--- config.mk ---
export PLATFORM = sky130hd
export DESIGN_NAME = bird_motion
export DESIGN_NICKNAME = d
export VERILOG_FILES = /design/src/rtl/bird_motion_pkg.sv /design/src/rtl/bird_motion_btn_edge_sync.sv /design/src/rtl/bird_motion.sv
export SDC_FILE = /design/constraint.sdc
export NUM_CORES = 1
export LEC_CHECK = 0
export ABC_AREA = 1
export CAP_MARGIN = 5
export CORE_ASPECT_RATIO = 0.75
export CORE_MARGIN = 5
export CORE_UTILIZATION = 47
export CTS_BUF_LIST = sky130_fd_sc_hd__clkbuf_2 sky130_fd_sc_hd__clkbuf_4 sky130_fd_sc_hd__clkbuf_8
export DETAILED_ROUTE_END_ITERATION = 16
export HOLD_SLACK_MARGIN = 0.05
export MAX_ROUTING_LAYER = met4
export PLACE_DENSITY_LB_ADDON = 0.3
export SLEW_MARGIN = 40
export SYNTH_ARGS = -nofsm -noshare
export SYNTH_HDL_FRONTEND = slang
export SYNTH_SLANG_ARGS = --single-unit
--- constraint.sdc ---
create_clock -name dclk -period 3.3 [get_ports dclk]
set_input_delay 0.66 -clock dclk [delete_from_list [all_inputs] [get_ports dclk]]
set_output_delay 0.66 -clock dclk [all_outputs]
set_load 0.01 [all_outputs]
--- src/rtl/bird_motion_pkg.sv ---
// Shared definitions for the bird motion controller and the 640x480 colour stage.
// Holds state encodings, screen geometry and the row-coordinate width.
package bird_motion_pkg;

   localparam int H_ACTIVE = 640;
   localparam int V_ACTIVE = 480;
   localparam int Y_W      = 10;

   typedef enum logic [1:0] {
      ST_IDLE = 2'b00,
      ST_FLY  = 2'b01,
      ST_DEAD = 2'b10
   } state_e;

endpackage

--- src/rtl/bird_motion_btn_edge_sync.sv ---
// Two-flop synchronizer for an asynchronous button followed by a rising-edge
// detector that produces a single-cycle pulse in the clk_i domain.
module btn_edge_sync (
   input  logic clk_i,
   input  logic rst_i,
   input  logic btn_i,
   output logic edge_o
);

   // [0],[1] form the synchronizer; [2] remembers the previous synchronized level.
   logic [2:0] sync_q;

   // NOTE: sequential state uses non-blocking assignments so every flop samples pre-edge values.
   always_ff @(posedge clk_i or posedge rst_i) begin
      if (rst_i) begin
         sync_q <= '0;
      end else begin
         sync_q <= {sync_q[1:0], btn_i};
      end
   end

   assign edge_o = sync_q[1] & ~sync_q[2];

endmodule

--- src/rtl/bird_motion.sv ---
// Per-frame vertical motion controller for the player square: applies flap,
// gravity and screen boundaries once per frame_tick and reports game state.
module bird_motion
   import bird_motion_pkg::*;
#(
   parameter int START_Y     = 232,
   parameter int BIRD_SIZE   = 16,
   parameter int GROUND_Y    = V_ACTIVE,
   parameter int FLAP_VEL    = -8,
   parameter int GRAVITY     = 1,
   parameter int MAX_FALL    = 8,
   parameter int DEAD_FRAMES = 60
) (
   input  logic                  dclk,
   input  logic                  clr,
   input  logic                  frame_tick,
   input  logic                  flap_btn,
   output logic [Y_W-1:0]        bird_y,
   output logic signed [5:0]     bird_vel,
   output logic [1:0]            state,
   output logic                  dead
);

   localparam int CNT_W = $clog2(DEAD_FRAMES + 1);

   localparam logic [Y_W-1:0]    START_Y_C = Y_W'(START_Y);
   localparam logic [Y_W-1:0]    FLOOR_Y_C = Y_W'(GROUND_Y - BIRD_SIZE);
   localparam logic signed [10:0] FLOOR_Y_S = 11'(GROUND_Y - BIRD_SIZE);
   localparam logic signed [6:0] FLAP_V    = 7'(FLAP_VEL);
   localparam logic signed [6:0] GRAV_V    = 7'(GRAVITY);
   localparam logic signed [6:0] MAX_V     = 7'(MAX_FALL);
   localparam logic [CNT_W-1:0]  DEAD_CNT  = CNT_W'(DEAD_FRAMES);

   logic [Y_W-1:0]     y_q, y_d;
   logic signed [5:0]  vel_q, vel_d;
   state_e             state_q, state_d;
   logic [CNT_W-1:0]   cnt_q, cnt_d;
   logic               pend_q, pend_d;

   logic               flap_edge;
   logic               flap;
   logic signed [6:0]  vel_sum;
   logic signed [6:0]  vel_new;
   logic signed [10:0] y_new;
   logic [Y_W-1:0]     fly_y;
   logic signed [5:0]  fly_vel;
   logic               fly_hit_ground;

   btn_edge_sync u_flap_sync (
      .clk_i  (dclk),
      .rst_i  (clr),
      .btn_i  (flap_btn),
      .edge_o (flap_edge)
   );

   always_ff @(posedge dclk or posedge clr) begin
      if (clr) begin
         y_q     <= START_Y_C;
         vel_q   <= '0;
         state_q <= ST_IDLE;
         cnt_q   <= '0;
         pend_q  <= 1'b0;
      end else begin
         y_q     <= y_d;
         vel_q   <= vel_d;
         state_q <= state_d;
         cnt_q   <= cnt_d;
         pend_q  <= pend_d;
      end
   end

   // An edge landing in the tick cycle itself still counts as this frame's flap.
   assign flap = pend_q | flap_edge;

   always_comb begin
      vel_sum = $signed({vel_q[5], vel_q}) + GRAV_V;
      vel_new = flap ? FLAP_V : ((vel_sum > MAX_V) ? MAX_V : vel_sum);
      y_new   = $signed({1'b0, y_q}) + $signed({{4{vel_new[6]}}, vel_new});

      fly_hit_ground = 1'b0;
      if (y_new < 11'sd0) begin
         fly_y   = '0;
         fly_vel = '0;
      end else if (y_new >= FLOOR_Y_S) begin
         fly_y          = FLOOR_Y_C;
         fly_vel        = '0;
         fly_hit_ground = 1'b1;
      end else begin
         fly_y   = y_new[Y_W-1:0];
         fly_vel = vel_new[5:0];
      end
   end

   // NOTE: every next-state signal is given its hold value first so no path infers a latch.
   always_comb begin
      y_d     = y_q;
      vel_d   = vel_q;
      state_d = state_q;
      cnt_d   = cnt_q;
      pend_d  = pend_q | flap_edge;

      if (frame_tick) begin
         pend_d = 1'b0;
         case (state_q)
            ST_IDLE: begin
               if (flap) begin
                  state_d = ST_FLY;
                  y_d     = fly_y;
                  vel_d   = fly_vel;
               end
            end
            ST_FLY: begin
               y_d   = fly_y;
               vel_d = fly_vel;
               if (fly_hit_ground) begin
                  state_d = ST_DEAD;
                  cnt_d   = '0;
               end
            end
            ST_DEAD: begin
               if (cnt_q != DEAD_CNT) begin
                  cnt_d = cnt_q + 1'b1;
               end else if (flap) begin
                  state_d = ST_IDLE;
                  y_d     = START_Y_C;
                  vel_d   = '0;
               end
            end
            default: begin
               state_d = ST_IDLE;
               y_d     = START_Y_C;
               vel_d   = '0;
               cnt_d   = '0;
            end
         endcase
      end
   end

   assign bird_y   = y_q;
   assign bird_vel = vel_q;
   assign state    = state_q;
   assign dead     = (state_q == ST_DEAD);

endmodule

==> key figures, run 1 <==
Status
  • Run status: complete, no violations

Synth
  • Post-synth net total: 292
  • Main synth FF type: dfrtp_1
  • Post-Synth XOR/XNOR Area: 0.0354
  • Syn_area_per_cell: 7.26 um2
  • Unique masters post-synth: 32
  • Synthesized flop and latch total: 28
  • Ys async rst share: 1.00
  • Simple-gate share of the synthesized area: 0.360
  • Synth Warn #: 0
  • Complex-gate fraction of the synthesized area: 0.0726
  • Main combinational cell family by area after synthesis: simple AND/OR/NAND/NOR gates
  • Netlist area before placement: 0.00198 mm2
  • Area share of fa/ha/maj cells after synthesis: 0.0985
  • Post-synth EDFFs: 0
  • Post-synthesis mux area share: 0
  • Gate Count Post-Synth: 273
  • Seq/Total Area, Yosys: 0.356

Cells and area
  • N_diodes: 0
  • Area growth, synth to finish: 33.7%
  • Register Area: 707 um2
  • Multi-input gate area: 0.00134 mm2
  • Non-Filler Instances: 368
  • Fill cells: 324
  • Layout cells sized above 1: 0.262
  • Nets@finish: 333

Floorplanning
  • Die Wd: 85.0 um
  • Io pins: 23
  • Area of the die: 0.00563 mm2
  • FP Rows: 20
  • Starting Density: 0.489
  • Die Span Y: 66.2 um
  • Core Region: 0.00405 mm2

Critical path
  • Crit path max fanout: 6
  • Crit path launch type: flip-flop
  • Crit end category: flip-flop
  • Top delay family on crit path: simple AND/OR/NAND/NOR gates
  • CP max stage cell: dfrtp_1
  • Max incr delay on CP: 0.39 ns
  • Arr. time, crit path: 3.47 ns
  • Worst Path Required: 3.52 ns
  • Critical path type: reg -> reg
  • WP buf/inv: 4

Power
  • Sw frac: 0.489
  • Clock network power share: 0.088
  • Sequential share of power: 0.219
  • Worst IR drop on VDD: 0.508 mV
  • Combinational fraction of design power: 0.693
  • Power per cell area: 923 mW/mm2
  • Sw power: 1.20 mW
  • Total power: 2.45 mW
  • P_int: 1.25 mW
  • Leak pwr: 1.32 nW

Clock tree
  • Clock Latency Late Sink: 0.27 ns
  • H-tree Lvls: 1
  • Clock Path Buffers: 2
  • Hold-fix buffers, CTS: 0
  • Clock slew at reported path FFs: 0.10 ns
  • TritonCTS Sinks: 28
  • Root Buffer: clkbuf_8
  • Total CTS buffers: 3
  • CTS tree: done

Route
  • DRT antenna net count: 0
  • Vias per Instance: 5.01
  • Routed WL: 4830 um
  • Pre-Repair DR Iteration Count: 4
  • DR WL/cell: 13.1 um
  • Vias: 1842
  • 1st-iter DRT viols: 137
  • DRC: 0

Timing
  • Fin crit period: 3.25 ns
  • Unrepaired setup endpoints after global routing: yes
  • Clock skew: 0.00211 ns
  • Slew HR: 0.459
  • Pins Over Slew Limit: 0
  • Worst slew pin tran: 0.810 ns
  • Final-report hold violation count: 0
  • Peak Freq: 307 MHz
  • Final count of negative-setup-slack endpoints: 0
  • Period utilization: 0.986

GRT
  • GRT Util Overall: 0.173
  • Largest net degree at the start of global routing: 29
  • First-pass GRT wire length: 7760 um
  • Met1 Resource Use GR: 0.224
  • GR Util met2: 0.292
  • Vias in the first global route: 1785
  • Met3 GRT Util: 0.0311
  • Busiest grt layer: met2
  • Initial antenna violation count: 0
  • Grt total ovfl: 0

Placement
  • DP Cell Count: 356
  • Post-DP HPWL: 3430 um
  • Final Wtd Congestion: 0.866
  • Port Buf Inserts: 22

Min path
  • Worst min path class: reg -> reg

Run
  • Max-Cap Viols: 0
[repair_timing]
action / CTS / global route
setup endpoints to repair: 16 / 23
gates cloned: 0 / 1
resized for setup: 6 / 45
pin swaps: 2 / 9
setup buffers: 0 / 7
[cells in the mapped netlist, types with 3 or more instances]
cell | number | area share
a21oi_1 | 11 | 0.028
dfrtp_1 | 24 | 0.30
dfstp_2 | 4 | 0.053
ha_1 | 14 | 0.088
inv_1 | 34 | 0.064
inv_2 | 5 | 0.0095
nand2_1 | 89 | 0.17
nand2_2 | 5 | 0.016
nand3_1 | 23 | 0.058
nand3_2 | 3 | 0.015
nor2_1 | 22 | 0.042
nor2_2 | 3 | 0.0095
o21ai_0 | 3 | 0.0076
o21ai_1 | 5 | 0.013
xnor2_1 | 3 | 0.013
xor2_1 | 5 | 0.022
[final timing paths]
| check | from | to | slack [ns] | cells after the start |
|---|---|---|---|---|
| hold reg to reg | u_flap_sync.sync_q[0] | u_flap_sync.sync_q[1] | 0.36 | 0 |
| hold / removal | u_flap_sync.sync_q[0] | u_flap_sync.sync_q[1] | 0.36 | 0 |
| max in group asynchronous | clr | bird_y[5] | 2.27 | 3 |
| min in group asynchronous | clr | bird_vel[0] | 0.73 | 3 |
| setup reg to reg | bird_vel[1] | cnt_q[0] | 0.05 | 26 |
| setup / recovery | bird_vel[1] | cnt_q[0] | 0.05 | 26 |
[area by class of cell]
type                    instances  area share
well taps                      55      0.0260
flip-flops and latches         28       0.267
multi-input cells             205       0.505
clock buffers                   4      0.0208
repair buffers                 36       0.124
inverters                      40      0.0576
[kinds of logic after synthesis]
kind of cell,count (synthesis)
simple gates,156
buf+inv,41
flops,28
compound gates,25
fa+ha+maj,15
xor+xnor,8
[power groups by stage]
stage / logic, mW / registers, mW / clock network, mW
2_1_floorplan: 0.942 / 0.546 / 0
3_3_place_gp: 1.35 / 0.530 / 0
3_5_place_dp: 1.37 / 0.530 / 0
4_1_cts: 1.40 / 0.524 / 0.219
5_1_grt: 1.87 / 0.549 / 0.232
6_report: 1.70 / 0.537 / 0.214
[sequential cells by signal, summed over array words and instances (netlist names)]
signal,cells
bird_y,10
bird_vel,6
cnt_q,6
u_flap_sync.sync_q,3
state,2
pend_q,1
[worst reg2reg max path, delay by kind of cell (launching register included)]
family        cells  cell delay [ns]
buf+inv           4             0.30
flops             1             0.39
fa+ha+maj         3             0.69
simple gates     18             1.66
xor+xnor          1             0.15
[placed cells by master, fill, tap and decap left out, drive strengths merged, types with 4 or more instances in the layout]
| master | n |
|---|---|
| buf | 14 |
| o21ai | 9 |
| dfrtp | 24 |
| a21oi | 11 |
| inv | 39 |
| dfstp | 4 |
| nand2 | 98 |
| clkbuf | 4 |
| or2 | 4 |
| ha | 14 |
| xor2 | 5 |
| clkdlybuf4s50 | 22 |
| nor2 | 25 |
| nand3 | 26 |
[through the flow]
step                TNS, ns  utilization  instance area (um2)  setup slack (ns)  hold WS, ns
finish                    0        0.654                 2650            0.0477        0.358
global route          -1.88        0.654                 2650            -0.154        0.376
CTS                       0        0.591                 2400           0.00268        0.360
detailed placement   -0.330        0.572                 2320           -0.0497        0.337
global placement          0        0.572                 2320            0.0228        0.335
floorplan                 0            -                 1980             0.117        0.331
[layer usage]
| metal | up-vias | share of wire |
|---|---|---|
| met1 | 857 | 0.48 |
| met4 | 0 | 0.015 |
| met5 | - | 0 |
| met3 | 8 | 0.036 |
| li1 | 935 | - |
| met2 | 42 | 0.47 |
Note: power is estimated with default switching activity, not from simulation.
==> run 2, diff against run 1 <==
--- a/config.mk
+++ b/config.mk
@@ -15,6 +15,7 @@
 export HOLD_SLACK_MARGIN = 0.05
 export MAX_ROUTING_LAYER = met4
 export PLACE_DENSITY_LB_ADDON = 0.3
+export SKIP_LAST_GASP = 1
 export SLEW_MARGIN = 40
 export SYNTH_ARGS = -nofsm -noshare
 export SYNTH_HDL_FRONTEND = slang
==> run 2 against run 1 <==
Global-route usage unchanged. Via count about the same. Utilization down 0.062 points. Final cell count unchanged. Critical path type unchanged. Largest power group unchanged.
==> key figures, run 2 (same netlist as run 1, synthesis figures left out) <==
Critical path
  • Crit path launch type: flip-flop
  • Crit end category: flip-flop
  • Top delay family on crit path: simple AND/OR/NAND/NOR gates
  • WP buf/inv: 4
  • Worst Path Required: 3.52 ns
  • Critical path type: reg -> reg
  • Arr. time, crit path: 3.47 ns
  • Crit path max fanout: 6
  • CP max stage cell: dfrtp_1
  • Max incr delay on CP: 0.39 ns

Cells and area
  • Non-Filler Instances: 368
  • Most frequent cells in the layout: nand2_1 (75), inv_1 (32), dfrtp_1 (23), clkdlybuf4s50_1 (22), nor2_1 (19)
  • Multi-input gate area: 0.00134 mm2
  • Fill cells: 325
  • Register Area: 707 um2
  • Area growth, synth to finish: 33.6%
  • Layout cells sized above 1: 0.259
  • Flip-flop count of the largest register after layout: 10
  • N_diodes: 0
  • Most common cell after layout, fill and taps aside: nand2_1
  • Nets@finish: 333

Floorplanning
  • Io pins: 23
  • Die Wd: 85.0 um
  • Starting Density: 0.489
  • Die Span Y: 66.2 um
  • Area of the die: 0.00563 mm2
  • Core Region: 0.00405 mm2
  • FP Rows: 20

Power
  • Total power: 2.45 mW
  • Power per cell area: 924 mW/mm2
  • Leak pwr: 1.32 nW
  • Worst IR drop on VDD: 0.508 mV

Timing
  • Final count of negative-setup-slack endpoints: 0
  • Worst slew pin tran: 0.826 ns
  • Unrepaired setup endpoints after global routing: yes
  • Pins Over Slew Limit: 0
  • Peak Freq: 307 MHz
  • Clock skew: 0.00215 ns
  • Slew HR: 0.448
  • Fin crit period: 3.25 ns
  • Period utilization: 0.986
  • Final-report hold violation count: 0

Clock tree
  • Clock Latency Late Sink: 0.27 ns
  • Total CTS buffers: 3
  • Root Buffer: clkbuf_8
  • Clock slew at reported path FFs: 0.10 ns
  • H-tree Lvls: 1
  • TritonCTS Sinks: 28
  • Clock Path Buffers: 2
  • CTS tree: done

Route
  • Vias per Instance: 5.01
  • DRC: 0
  • 1st-iter DRT viols: 117
  • Vias: 1843
  • Pre-Repair DR Iteration Count: 4
  • Routed WL: 4830 um
  • DR WL/cell: 13.1 um
  • DRT antenna net count: 0

GRT
  • Grt total ovfl: 0
  • GRT Util Overall: 0.173
  • Vias in the first global route: 1785
  • Largest net degree at the start of global routing: 29
  • Initial antenna violation count: 0
  • First-pass GRT wire length: 7760 um

Placement
  • Final Wtd Congestion: 0.866
  • DP Cell Count: 356
  • Port Buf Inserts: 22
  • Post-DP HPWL: 3430 um

Run
  • Max-Cap Viols: 0

Min path
  • Worst min path class: reg -> reg

Status
  • Run status: complete, no violations
==> run 2: cell types whose count changed in the layout (fill, tap and decap cells not counted) <==
cell and delta:
nand2_1 +1, nand2_2 -1
==> run 2: worst paths after layout <==
path	start	endpoint	slack, ns	cells past startpoint
min in group asynchronous	clr	bird_vel[0]	0.73	3
min	u_flap_sync.sync_q[0]	u_flap_sync.sync_q[1]	0.36	0
max	bird_vel[1]	cnt_q[0]	0.05	26
min reg2reg	u_flap_sync.sync_q[0]	u_flap_sync.sync_q[1]	0.36	0
max in group asynchronous	clr	bird_y[5]	2.27	3
max reg2reg	bird_vel[1]	cnt_q[0]	0.05	26
==> run 2: power breakdown <==
group / switching [mW] / internal [mW] / leakage (nW) / total (mW)
clock: 0.108 / 0.107 / 0.0288 / 0.215
combinational: 0.993 / 0.703 / 0.933 / 1.70
sequential: 0.0961 / 0.441 / 0.360 / 0.537
==> run 2: worst register-to-register path, cell delays in order, from the launching register on <==
cell and delay (ns):
dfrtp_1 0.39, ha_2 0.21, buf_4 0.13, xor2_1 0.15, nor2_1 0.14, nand3_1 0.11, nand2_2 0.13, nand2_4 0.08
nor2_4 0.15, ha_4 0.15, inv_2 0.03, fa_2 0.33, inv_2 0.08, nand2_4 0.06, nand2_4 0.09, nand3_4 0.07
nand2_2 0.08, nand2_1 0.08, nand2_1 0.08, nand3_2 0.06, nand2_2 0.11, inv_2 0.06, nand2_4 0.11, nand2_8 0.08
nand2_8 0.12, nand2_1 0.06, nand2_1 0.05
==> run 2: cell type report <==
cell class,count,area share
Tap cell,55,0.0260
Clock buffer,4,0.0208
Inverter,40,0.0577
Multi-Input combinational cell,205,0.504
Sequential cell,28,0.267
Timing Repair Buffer,36,0.124
==> run 2: what timing repair did <==
item | CTS | global route
pin swaps | 2 | 9
hold endpoints to repair | 0 | 0
setup endpoints to repair | 16 | 23
gates cloned | 0 | 1
resized for setup | 6 | 44
setup buffers | 0 | 7
hold buffers | 0 | 0
==> run 2: stage by stage <==
stage               hold slack, ns  setup TNS [ns]  setup WS (ns)  utilization  instance area [um2]
floorplan                    0.331               0          0.117            -                 1980
global placement             0.335               0         0.0228        0.572                 2320
detailed placement           0.337          -0.330        -0.0497        0.572                 2320
CTS                          0.360               0        0.00268        0.591                 2400
global route                 0.376           -1.90         -0.168        0.653                 2650
finish                       0.358               0         0.0474        0.653                 2650
==> run 2: routing by layer <==
metal	part of all wire	track usage
met1	0.48	0.224
met2	0.47	0.292
met3	0.035	0.0311
met4	0.014	0.0277
met5	0	-
==> run 3, diff against run 2 <==
--- a/config.mk
+++ b/config.mk
@@ -14,7 +14,7 @@
 export DETAILED_ROUTE_END_ITERATION = 16
 export HOLD_SLACK_MARGIN = 0.05
 export MAX_ROUTING_LAYER = met4
-export PLACE_DENSITY_LB_ADDON = 0.3
+export PLACE_DENSITY_LB_ADDON = 0.12
 export SKIP_LAST_GASP = 1
 export SLEW_MARGIN = 40
 export SYNTH_ARGS = -nofsm -noshare
==> run 3 against run 2 <==
Largest cell class unchanged. Clock power increased by 28%. Hold slack about the same. Highest routed layer unchanged. Largest power group unchanged. Routed wire length increased by 3.2%. Critical endpoint unchanged. Clock-buffer cell count decreased by 1. Die area unchanged.
==> key figures, run 3 (same netlist as run 1, synthesis figures left out) <==
Floorplanning
  • Core Region: 0.00405 mm2
  • Starting Density: 0.489
  • Area of the die: 0.00563 mm2
  • FP Rows: 20
  • Die Span Y: 66.2 um
  • Io pins: 23
  • Die Wd: 85.0 um

Route
  • Vias per Instance: 4.94
  • Uppermost layer routed: met4
  • DR WL/cell: 13.3 um
  • WL met3: 213 um
  • Met2 wire length: 2380 um
  • DRC: 0
  • Vias: 1858
  • DRT antenna net count: 0
  • Routed WL: 4980 um
  • M1 WL: 2380 um
  • 1st-iter DRT viols: 53
  • Pre-Repair DR Iteration Count: 4

Clock tree
  • Hold-fix buffers, CTS: 0
  • Clock Path Buffers: 2
  • Root Buffer: clkbuf_8
  • H-tree Lvls: 1
  • Total CTS buffers: 3
  • Clock slew at reported path FFs: 0.10 ns
  • CTS tree: done
  • Clock Latency Late Sink: 0.28 ns
  • TritonCTS Sinks: 28

Run
  • Max-Cap Viols: 0

GRT
  • GRT Util Overall: 0.187
  • Largest net degree at the start of global routing: 17
  • Grt total ovfl: 0
  • Vias in the first global route: 1802
  • First-pass GRT wire length: 8340 um
  • Initial antenna violation count: 0

Timing
  • Final count of negative-setup-slack endpoints: 0
  • Clock skew: 0.00910 ns
  • Peak Freq: 306 MHz
  • Slew HR: 0.469
  • Pins Over Slew Limit: 0
  • Worst slew pin tran: 0.795 ns
  • Period utilization: 0.989
  • Worst hold slack: 0.358 ns
  • Setup TNS: 0 ns
  • Fin crit period: 3.26 ns
  • Unrepaired setup endpoints after global routing: yes
  • Final-report hold violation count: 0

Cells and area
  • Area growth, synth to finish: 39.3%
  • N_diodes: 0
  • Most frequent cells in the layout: nand2_1 (74), inv_1 (31), dfrtp_1 (22), clkdlybuf4s50_1 (22), buf_4 (21)
  • Non-Filler Instances: 376
  • Fin util: 0.681
  • Fill cells: 361
  • Layout cells sized above 1: 0.305
  • Flip-flop count of the largest register after layout: 10
  • Most common cell after layout, fill and taps aside: nand2_1
  • Nets@finish: 341

Status
  • Run status: complete, no violations

Min path
  • Worst min path class: reg -> reg

Power
  • Worst IR drop on VDD: 0.442 mV
  • Leak pwr: 1.36 nW
  • Total power: 2.58 mW
  • Power per cell area: 936 mW/mm2

Placement
  • Post-DP HPWL: 3580 um
  • Port Buf Inserts: 22
  • DP Cell Count: 361
  • Final Wtd Congestion: 0.848

Critical path
  • Max incr delay on CP: 0.39 ns
  • R2R setup slack: 0.04 ns
  • Top delay family on crit path: simple AND/OR/NAND/NOR gates
  • Reg2reg path depth: 25
  • Worst Setup EP: cnt_q[0]
  • WP buf/inv: 2
  • Arr. time, crit path: 3.43 ns
  • Crit path max fanout: 6
  • Critical path type: reg -> reg
  • CP Depth: 25
  • FF-to-FF End: cnt_q[0]
  • Reg-to-reg critical path startpoint: bird_vel[0]
  • Crit end category: flip-flop
  • CP max stage cell: dfrtp_1
  • Crit path launch: bird_vel[0]
  • Worst Path Required: 3.47 ns
  • Crit path launch type: flip-flop
[run 3: cell count changes in the layout (fill, tap and decap cells not counted), moves of 2 or more]
cell    previous run  this run
buf_4             13        21
inv_2              6         8
nor2_1            19        17
nor2_4             3         5
[run 3: layout make-up]
type	instances	area [um2]	share of cell area
clock buffer	3	41.3	0.0150
sequential	28	708	0.256
clock inverter	1	30.0	0.0109
inverter	40	150	0.0544
tap	55	68.8	0.0249
timing repair buffer	44	389	0.141
multi-input combinational	205	1370	0.498
[run 3: per-stage QoR]
stage,instance area (um2),worst slack (ns)
2_1_floorplan,1980,0.117
3_3_place_gp,2360,0.0303
3_5_place_dp,2360,-0.104
4_1_cts,2550,0.0196
5_1_grt,2760,-0.211
6_report,2760,0.0367
[run 3: how the worst min path moves through the flow]
stage                           from               endpoint  cells after the start
6_report       u_flap_sync.sync_q[0]  u_flap_sync.sync_q[1]                      0
5_1_grt        u_flap_sync.sync_q[0]  u_flap_sync.sync_q[1]                      0
4_1_cts        u_flap_sync.sync_q[0]  u_flap_sync.sync_q[1]                      0
3_5_place_dp   u_flap_sync.sync_q[0]  u_flap_sync.sync_q[1]                      0
3_3_place_gp   u_flap_sync.sync_q[0]  u_flap_sync.sync_q[1]                      0
2_1_floorplan  u_flap_sync.sync_q[0]  u_flap_sync.sync_q[1]                      0
[run 3: worst reg2reg max path: stages (launching register included)]
cell	delay (ns)
dfrtp_1	0.39
ha_2	0.22
nand3_4	0.09
xor2_2	0.17
nor2_2	0.19
nand3_2	0.11
nand2_4	0.11
nand2_4	0.07
nor2_4	0.10
ha_2	0.19
inv_2	0.04
fa_2	0.35
inv_2	0.08
nand2_4	0.06
nand2_4	0.09
nand2_1	0.06
nand2_1	0.09
nand2_1	0.06
nand3_2	0.07
nand4_2	0.11
nand2_2	0.12
nand2_4	0.10
nand2_8	0.10
nand2_8	0.08
nand2_1	0.09
nand2_1	0.05
[run 3: timing repair]
action                     in CTS  in global routing
gates resized for setup        19                 41
setup endpoints to repair      20                 23
buffers inserted                4                  6
pin swaps                      11                 19
gates cloned                    1                  0
[run 3: routing by layer]
| metal | track usage | vias up |
|---|---|---|
| met1 | 0.258 | 867 |
| li1 | - | 958 |
| met5 | - | - |
| met2 | 0.295 | 29 |
| met4 | 0.0217 | 0 |
| met3 | 0.0361 | 4 |
[run 3: power breakdown]
group          switching (mW)  leakage [nW]  internal, mW
combinational            1.03         0.963         0.747
sequential             0.0931         0.359         0.442
clock                   0.112        0.0357         0.163
total                    1.23          1.36          1.35
